## src/rtl/network_rx_link_arbiter.sv

```systemverilog
// Receive-side link arbiter: selects between a preferred (SFP/BASE-R) and an
// alternate (BASE-T) Ethernet receive port, with holdoff before returning to
// the preferred port and clean frame-boundary handling on every switch.

package network_rx_link_arbiter_pkg;
  localparam int unsigned DATA_W = 64;
  localparam int unsigned BV_W   = 4;

  typedef struct packed {
    logic              start;
    logic              data_valid;
    logic [BV_W-1:0]   bytes_valid;
    logic [DATA_W-1:0] data;
    logic              commit;
    logic              drop;
  } EthernetRxBus;
endpackage

module network_rx_link_arbiter
  import network_rx_link_arbiter_pkg::*;
#(
  parameter int unsigned HOLDOFF_CYCLES = 250000
) (
  input  logic         clk_250mhz,
  input  logic         rst,
  input  logic         pref_link_up,
  input  EthernetRxBus pref_rx_bus,
  input  logic         alt_link_up,
  input  EthernetRxBus alt_rx_bus,
  output logic         eth_link_up,
  output EthernetRxBus eth_rx_bus,
  output logic [1:0]   active_port,
  output logic [15:0]  switch_count,
  output logic [15:0]  truncated_count
);

  localparam int unsigned CNT_W = (HOLDOFF_CYCLES > 1) ? $clog2(HOLDOFF_CYCLES) : 1;
  localparam logic [CNT_W-1:0] HOLD_LOAD = CNT_W'(HOLDOFF_CYCLES - 1);
  localparam logic [15:0] CNT_MAX = 16'hFFFF;

  localparam logic [1:0] SEL_NONE = 2'd0;
  localparam logic [1:0] SEL_PREF = 2'd1;
  localparam logic [1:0] SEL_ALT  = 2'd2;

  typedef enum logic [2:0] {
    ST_NONE,
    ST_PREF,
    ST_ALT,
    ST_HOLD_ALT,
    ST_DRAIN_ALT
  } state_t;

  state_t            state_q, state_d;
  logic [CNT_W-1:0]  cnt_q, cnt_d;
  logic              pref_open_q, alt_open_q;
  logic              out_open_q, out_open_d;
  logic              suppress_q, suppress_d;
  EthernetRxBus      bus_q, bus_d;
  logic              link_up_q;
  logic [1:0]        active_q;
  logic [15:0]       switch_q, trunc_q;

  logic [1:0]        sel_q_c, sel_d_c;
  logic              change_c;
  logic              sw_inc_c, trunc_inc_c;
  EthernetRxBus      src_c;

  // Port currently owned by a given state.
  function automatic logic [1:0] sel_of(state_t s);
    case (s)
      ST_PREF:                          return SEL_PREF;
      ST_ALT, ST_HOLD_ALT, ST_DRAIN_ALT: return SEL_ALT;
      default:                          return SEL_NONE;
    endcase
  endfunction

  // Frame-open tracking: commit/drop closes, start opens, otherwise hold.
  function automatic logic frame_next(logic open_q, EthernetRxBus b);
    if (b.commit || b.drop) return 1'b0;
    if (b.start)            return 1'b1;
    return open_q;
  endfunction

  // Next-state and holdoff counter.
  always_comb begin
    state_d = state_q;
    cnt_d   = cnt_q;
    case (state_q)
      ST_NONE: begin
        if (pref_link_up)     state_d = ST_PREF;
        else if (alt_link_up) state_d = ST_ALT;
      end
      ST_PREF: begin
        if (!pref_link_up) state_d = alt_link_up ? ST_ALT : ST_NONE;
      end
      ST_ALT: begin
        if (!alt_link_up) begin
          state_d = pref_link_up ? ST_PREF : ST_NONE;
        end else if (pref_link_up) begin
          state_d = ST_HOLD_ALT;
          cnt_d   = HOLD_LOAD;
        end
      end
      ST_HOLD_ALT: begin
        if (!alt_link_up) begin
          state_d = pref_link_up ? ST_PREF : ST_NONE;
          cnt_d   = '0;
        end else if (!pref_link_up) begin
          state_d = ST_ALT;
          cnt_d   = '0;
        end else if (cnt_q == '0) begin
          state_d = ST_DRAIN_ALT;
        end else begin
          cnt_d = cnt_q - CNT_W'(1);
        end
      end
      ST_DRAIN_ALT: begin
        if (!alt_link_up) begin
          state_d = pref_link_up ? ST_PREF : ST_NONE;
        end else if (!pref_link_up) begin
          state_d = ST_ALT;
        end else if (!alt_open_q && !alt_rx_bus.start) begin
          state_d = ST_PREF;
        end
      end
      default: state_d = ST_NONE;
    endcase
  end

  // Output word selection: forward, suppress, or force a drop on a lost frame.
  always_comb begin
    sel_q_c     = sel_of(state_q);
    sel_d_c     = sel_of(state_d);
    change_c    = (sel_q_c != sel_d_c);
    sw_inc_c    = change_c && (sel_d_c != SEL_NONE);
    trunc_inc_c = 1'b0;
    suppress_d  = suppress_q;
    bus_d       = '0;
    case (sel_q_c)
      SEL_PREF: src_c = pref_rx_bus;
      SEL_ALT:  src_c = alt_rx_bus;
      default:  src_c = '0;
    endcase
    if (change_c) begin
      suppress_d = 1'b1;
      if (out_open_q) begin
        bus_d.drop  = 1'b1;
        trunc_inc_c = 1'b1;
      end
    end else if (sel_q_c != SEL_NONE) begin
      if (!suppress_q || src_c.start) begin
        bus_d       = src_c;
        bus_d.start = src_c.start & ~out_open_q;
        if (src_c.start) suppress_d = 1'b0;
      end
    end
    out_open_d = frame_next(out_open_q, bus_d);
  end

  // State, counters, per-port frame flags and registered outputs.
  always_ff @(posedge clk_250mhz or posedge rst) begin
    if (rst) begin
      state_q     <= ST_NONE;
      cnt_q       <= '0;
      pref_open_q <= 1'b0;
      alt_open_q  <= 1'b0;
      out_open_q  <= 1'b0;
      suppress_q  <= 1'b0;
      bus_q       <= '0;
      link_up_q   <= 1'b0;
      active_q    <= SEL_NONE;
      switch_q    <= '0;
      trunc_q     <= '0;
    end else begin
      state_q     <= state_d;
      cnt_q       <= cnt_d;
      pref_open_q <= frame_next(pref_open_q, pref_rx_bus);
      alt_open_q  <= frame_next(alt_open_q, alt_rx_bus);
      out_open_q  <= out_open_d;
      suppress_q  <= suppress_d;
      bus_q       <= bus_d;
      link_up_q   <= (sel_d_c != SEL_NONE);
      active_q    <= sel_d_c;
      if (sw_inc_c && (switch_q != CNT_MAX))   switch_q <= switch_q + 16'd1;
      if (trunc_inc_c && (trunc_q != CNT_MAX)) trunc_q  <= trunc_q + 16'd1;
    end
  end

  assign eth_rx_bus      = bus_q;
  assign eth_link_up     = link_up_q;
  assign active_port     = active_q;
  assign switch_count    = switch_q;
  assign truncated_count = trunc_q;

endmodule

```

## config.mk

```make
export PLATFORM = sky130hd
export DESIGN_NAME = network_rx_link_arbiter
export DESIGN_NICKNAME = d
export VERILOG_FILES = /design/src/rtl/network_rx_link_arbiter.sv
export SDC_FILE = /design/constraint.sdc
export NUM_CORES = 1
export LEC_CHECK = 0
export CORE_ASPECT_RATIO = 1.25
export CORE_UTILIZATION = 39
export CTS_BUF_LIST = sky130_fd_sc_hd__clkbuf_16
export DETAILED_ROUTE_END_ITERATION = 10
export GPL_ROUTABILITY_DRIVEN = 0
export MAX_ROUTING_LAYER = met4
export PLACE_DENSITY = 0.78
export SYNTH_ARGS = -nofsm -noshare
export SYNTH_HDL_FRONTEND = slang
export SYNTH_SLANG_ARGS = --single-unit
```

## constraint.sdc

```tcl
create_clock -name clk_250mhz -period 4.2 [get_ports clk_250mhz]
set_input_delay 0.42 -clock clk_250mhz [delete_from_list [all_inputs] [get_ports clk_250mhz]]
set_output_delay 0.42 -clock clk_250mhz [all_outputs]
set_load 0.05 [all_outputs]
```

==> impl_table.tex <==
\begin{tabular}{lr}
\hline
Metric & Value \\
\hline
\multicolumn{2}{l}{\textbf{Placed design}} \\
\quad Post-Place Worst Slack & roughly 0.67 ns \\
\quad Count of port buffers added during placement & 254 \\
\quad DP HPWL & approximately 13 mm \\
\multicolumn{2}{l}{\textbf{STA}} \\
\quad Highest achievable clock rate & around 0.28 GHz \\
\quad Final critical-path share of the clock period & 85.86\% \\
\quad Worst slew margin & 44.35\% \\
\quad Slew at the pin closest to its max-slew limit & 0.8260 ns \\
\quad Clock period minus worst slack & 3.606 ns \\
\quad Max-slew violations & 0 \\
\quad Maximum clock skew at final layout & 0.01014 ns \\
\quad Least setup slack across all paths after layout & 0.5938 ns \\
\quad Number of endpoints with negative hold slack in the final report & 0 \\
\quad Final setup violation count & 0 \\
\quad Setup TNS after final layout & 0 ns \\
\quad Unrepaired setup endpoints after global routing & no \\
\multicolumn{2}{l}{\textbf{Clocking}} \\
\quad Number of sinks handled by clock tree synthesis & 131 \\
\quad TritonCTS clock tree & built \\
\quad Clock transition at the register clock pins on the worst setup and hold paths after CTS & 0.06 ns \\
\quad Post-CTS resize count & 0 \\
\quad Root buffer selected by CTS & clkbuf\_16 \\
\quad Clock latency on the worst-skew pair & roughly 0.42 ns \\
\quad Max Buffers Root-to-Sink & 2 \\
\quad Setup Fix Bufs, Post-CTS & 0 \\
\quad Number of H-tree branching levels & 4 \\
\quad Count of hold-fix buffers inserted at cts & 0 \\
\quad Number of buffers created by CTS & 17 \\
\multicolumn{2}{l}{\textbf{Detailed routing}} \\
\quad Number of DRC markers after the initial detailed-route iteration & 264 \\
\quad Wire length per cell after detailed routing & 17.53 µm \\
\quad Routed wire length & 17.64 mm \\
\quad First-pass iteration count of the detailed router & 8 \\
\quad Number of nets still failing antenna checks after routing & 0 \\
\quad DRC Markers & 0 \\
\quad Via/cell ratio & 5.377 \\
\quad Routed vias & 5409 \\
\multicolumn{2}{l}{\textbf{Global route}} \\
\quad Maximum number of pins on one net before global-route repair & 77 \\
\quad Total routing usage reported by global routing & 24.11\% \\
\quad Initial antenna violation count & 0 \\
\quad Global-route wire length before repair & 28.12 mm \\
\quad Global route overflow & 0 \\
\quad Via count of the first global-routing pass & 5368 \\
\multicolumn{2}{l}{\textbf{Floorplan}} \\
\quad Die area & about 16000 µm² \\
\quad Count of standard-cell rows & 50 \\
\quad I/O pins & 255 \\
\quad DIE HEIGHT & between 100 and 150 µm \\
\quad Starting density of the core & about two fifths \\
\quad Placeable core region & 14950 µm² \\
\quad Width of the die & 112.4 µm \\
\multicolumn{2}{l}{\textbf{Setup path}} \\
\quad Startpoint type of the worst setup path & register \\
\quad Maximum net fanout on the critical path & just over 40 \\
\quad Internal reg-to-reg setup slack & 0.59 ns \\
\quad Worst R2R Start & cnt\_q[0] \\
\quad Classification of the worst setup path & reg2reg \\
\quad CP arrival & 3.94 ns \\
\quad Depth of the most critical reg-to-reg path & 11 \\
\quad R2R Path End & eth\_rx\_bus[39] \\
\quad Critical Path RT & between 4 and 5 ns \\
\quad CP Capture Type & register \\
\multicolumn{2}{l}{\textbf{Logic synthesis}} \\
\quad Syn. warnings & 0 \\
\quad Average size of a mapped cell & 10.40 µm² \\
\quad Cell area after synthesis & 5941 µm² \\
\quad Number of different library cells in the post-synthesis netlist & 55 \\
\quad Post-synthesis cell count & 571 \\
\quad Fraction of the yosys area taken by sequential cells & 55.18\% \\
\quad Total nets after synthesis & 725 \\
\quad Number of storage elements in the synthesis netlist & 131 \\
\multicolumn{2}{l}{\textbf{Final layout}} \\
\quad Synth-to-layout area growth & 54.76\% \\
\quad Number of nets in the final layout & 966 \\
\quad Antenna Cells & 0 \\
\quad Fraction of final layout cells with drive strength greater than 1 & approximately 6.4\% \\
\quad Final Util & about three fifths \\
\multicolumn{2}{l}{\textbf{Run status}} \\
\quad Outcome & complete, no violations \\
\multicolumn{2}{l}{\textbf{Power and ir drop}} \\
\quad Largest vdd supply drop & around 0.27 mV \\
\quad Total power divided by cell area & 407.8 nW/µm² \\
\quad Leakage Power & 0.003869 µW \\
\multicolumn{2}{l}{\textbf{Job}} \\
\quad Max-cap check violation count & 0 \\
\multicolumn{2}{l}{\textbf{Min path}} \\
\quad Worst min-delay path class & in2async \\
\hline
\end{tabular}
-- flip-flops by register name (all words and copies together), names as in the netlist --
signal	count
alt_open_q	1
cnt_q	18
eth_link_up	1
state_q	3
truncated_count	16
eth_rx_bus	72
suppress_q	1
switch_count	16
out_open_q	1
active_port	2
-- cell families after synthesis --
family | after synthesis | synth area share (%)
DFF | 131 | 55.18
xor gates and xnor gates | 29 | 4.275
buffers and inverters | 47 | 3.981
and+or+nand+nor | 222 | 18.43
AOI/OAI and AO/OA | 132 | 16.13
adders and majority gates | 6 | 1.264
muxes | 4 | 0.7371
-- stage by stage --
step	total power, µW	instances	hold slack, ns	cell area, µm²
floorplan	1890	571	0.4447	5941
global placement	2223	975	0.4637	8582
detailed placement	2230	975	0.4650	8582
CTS	3787	1006	0.4777	9194
global route	3917	1006	0.4971	9194
finish	3749	1006	0.4598	9194
-- synth_stat cells, drive strengths merged --
cell,number,area (µm²)
o31a,5,43.79
nand4b,2,17.52
o41ai,2,17.52
nand4,12,75.07
a21oi,17,85.08
mux2i,1,10.01
or3b,1,8.760
a22oi,72,540.5
or4,3,22.52
nand2b,3,18.77
nand3,16,85.08
and3,11,68.82
xor2,16,140.1
nor2b,2,20.02
inv,10,37.53
nor2,104,390.4
a31oi,5,31.28
o22a,7,61.31
and4,3,26.28
or2,3,18.77
nor4,9,56.30
a221oi,1,8.760
mux2,3,33.78
o31ai,4,48.79
nor4b,1,8.760
clkbuf,25,93.84
xnor2,13,113.9
or3,2,12.51
nor3,20,116.4
o21ai,15,78.83
nor3b,2,26.28
dfrtp,131,3278
o211ai,1,7.510
ha,6,75.07
nand2,24,97.59
o221a,1,11.26
buf,12,105.1
and2,4,25.03
o221ai,2,23.77
-- cells in the final DEF, fill, tap and decap left out, types with 4 or more instances in the layout --
| cell type | n |
|---|---|
| a21oi_1 | 17 |
| a22oi_1 | 72 |
| a31oi_1 | 5 |
| and3_1 | 11 |
| bufinv_16 | 4 |
| clkbuf_16 | 17 |
| clkdlybuf4s50_1 | 254 |
| dfrtp_1 | 131 |
| ha_1 | 4 |
| inv_1 | 8 |
| nand2_1 | 23 |
| nand3_1 | 15 |
| nand4_1 | 12 |
| nor2_1 | 104 |
| nor3_1 | 18 |
| nor4_1 | 9 |
| o21ai_0 | 14 |
| o22a_1 | 7 |
| o31a_1 | 5 |
| xnor2_1 | 13 |
| xor2_1 | 16 |
-- area by class of cell --
type                       count  area, µm²
fill                        1198       5758
sequential                   131       3278
timing repair buffer         259       2605
multi-input combinational    393       2431
clock buffer                  17      425.4
tap                          182      227.7
clock inverter                14      186.4
inverter                      10      40.04
-- report_power, final --
part / total (µW) / switching [µW] / internal [µW] / leakage, µW
sequential: 1440 / 104 / 1340 / 0.00177
combinational: 769 / 437 / 332 / 0.00181
clock: 1540 / 550 / 987 / 0.000292
total: 3750 / 1090 / 2660 / 0.00387
-- worst max-delay path by stage --
stage               startpoint              to  slack, ns  cells after the start
global placement      cnt_q[0]  eth_rx_bus[48]       0.81                     11
CTS                   cnt_q[0]  eth_rx_bus[39]       0.57                     11
floorplan                  rst  active_port[0]       0.28                      1
detailed placement    cnt_q[0]  eth_rx_bus[36]       0.67                     11
finish                cnt_q[0]  eth_rx_bus[39]       0.59                     11
global route          cnt_q[0]  eth_rx_bus[39]       0.16                     11
-- critical path: stages, from the launching register on --
cell and delay [ns]:
dfrtp_1 0.39, inv_1 0.10, ha_1 0.21, nor3b_4 0.32, nand3_2 0.18, o31a_1 0.42
nor3_4 0.42, inv_2 0.13, o221ai_2 0.53, nand2_4 0.36, buf_12 0.29, nor2_1 0.15
-- layer usage --
metal  track usage (%)  wire length, µm
met1             28.93             7122
met2             38.18             8818
met4             11.51              677
met5                 -                0
met3             5.842             1020
Power figures use the tool's default switching activity.
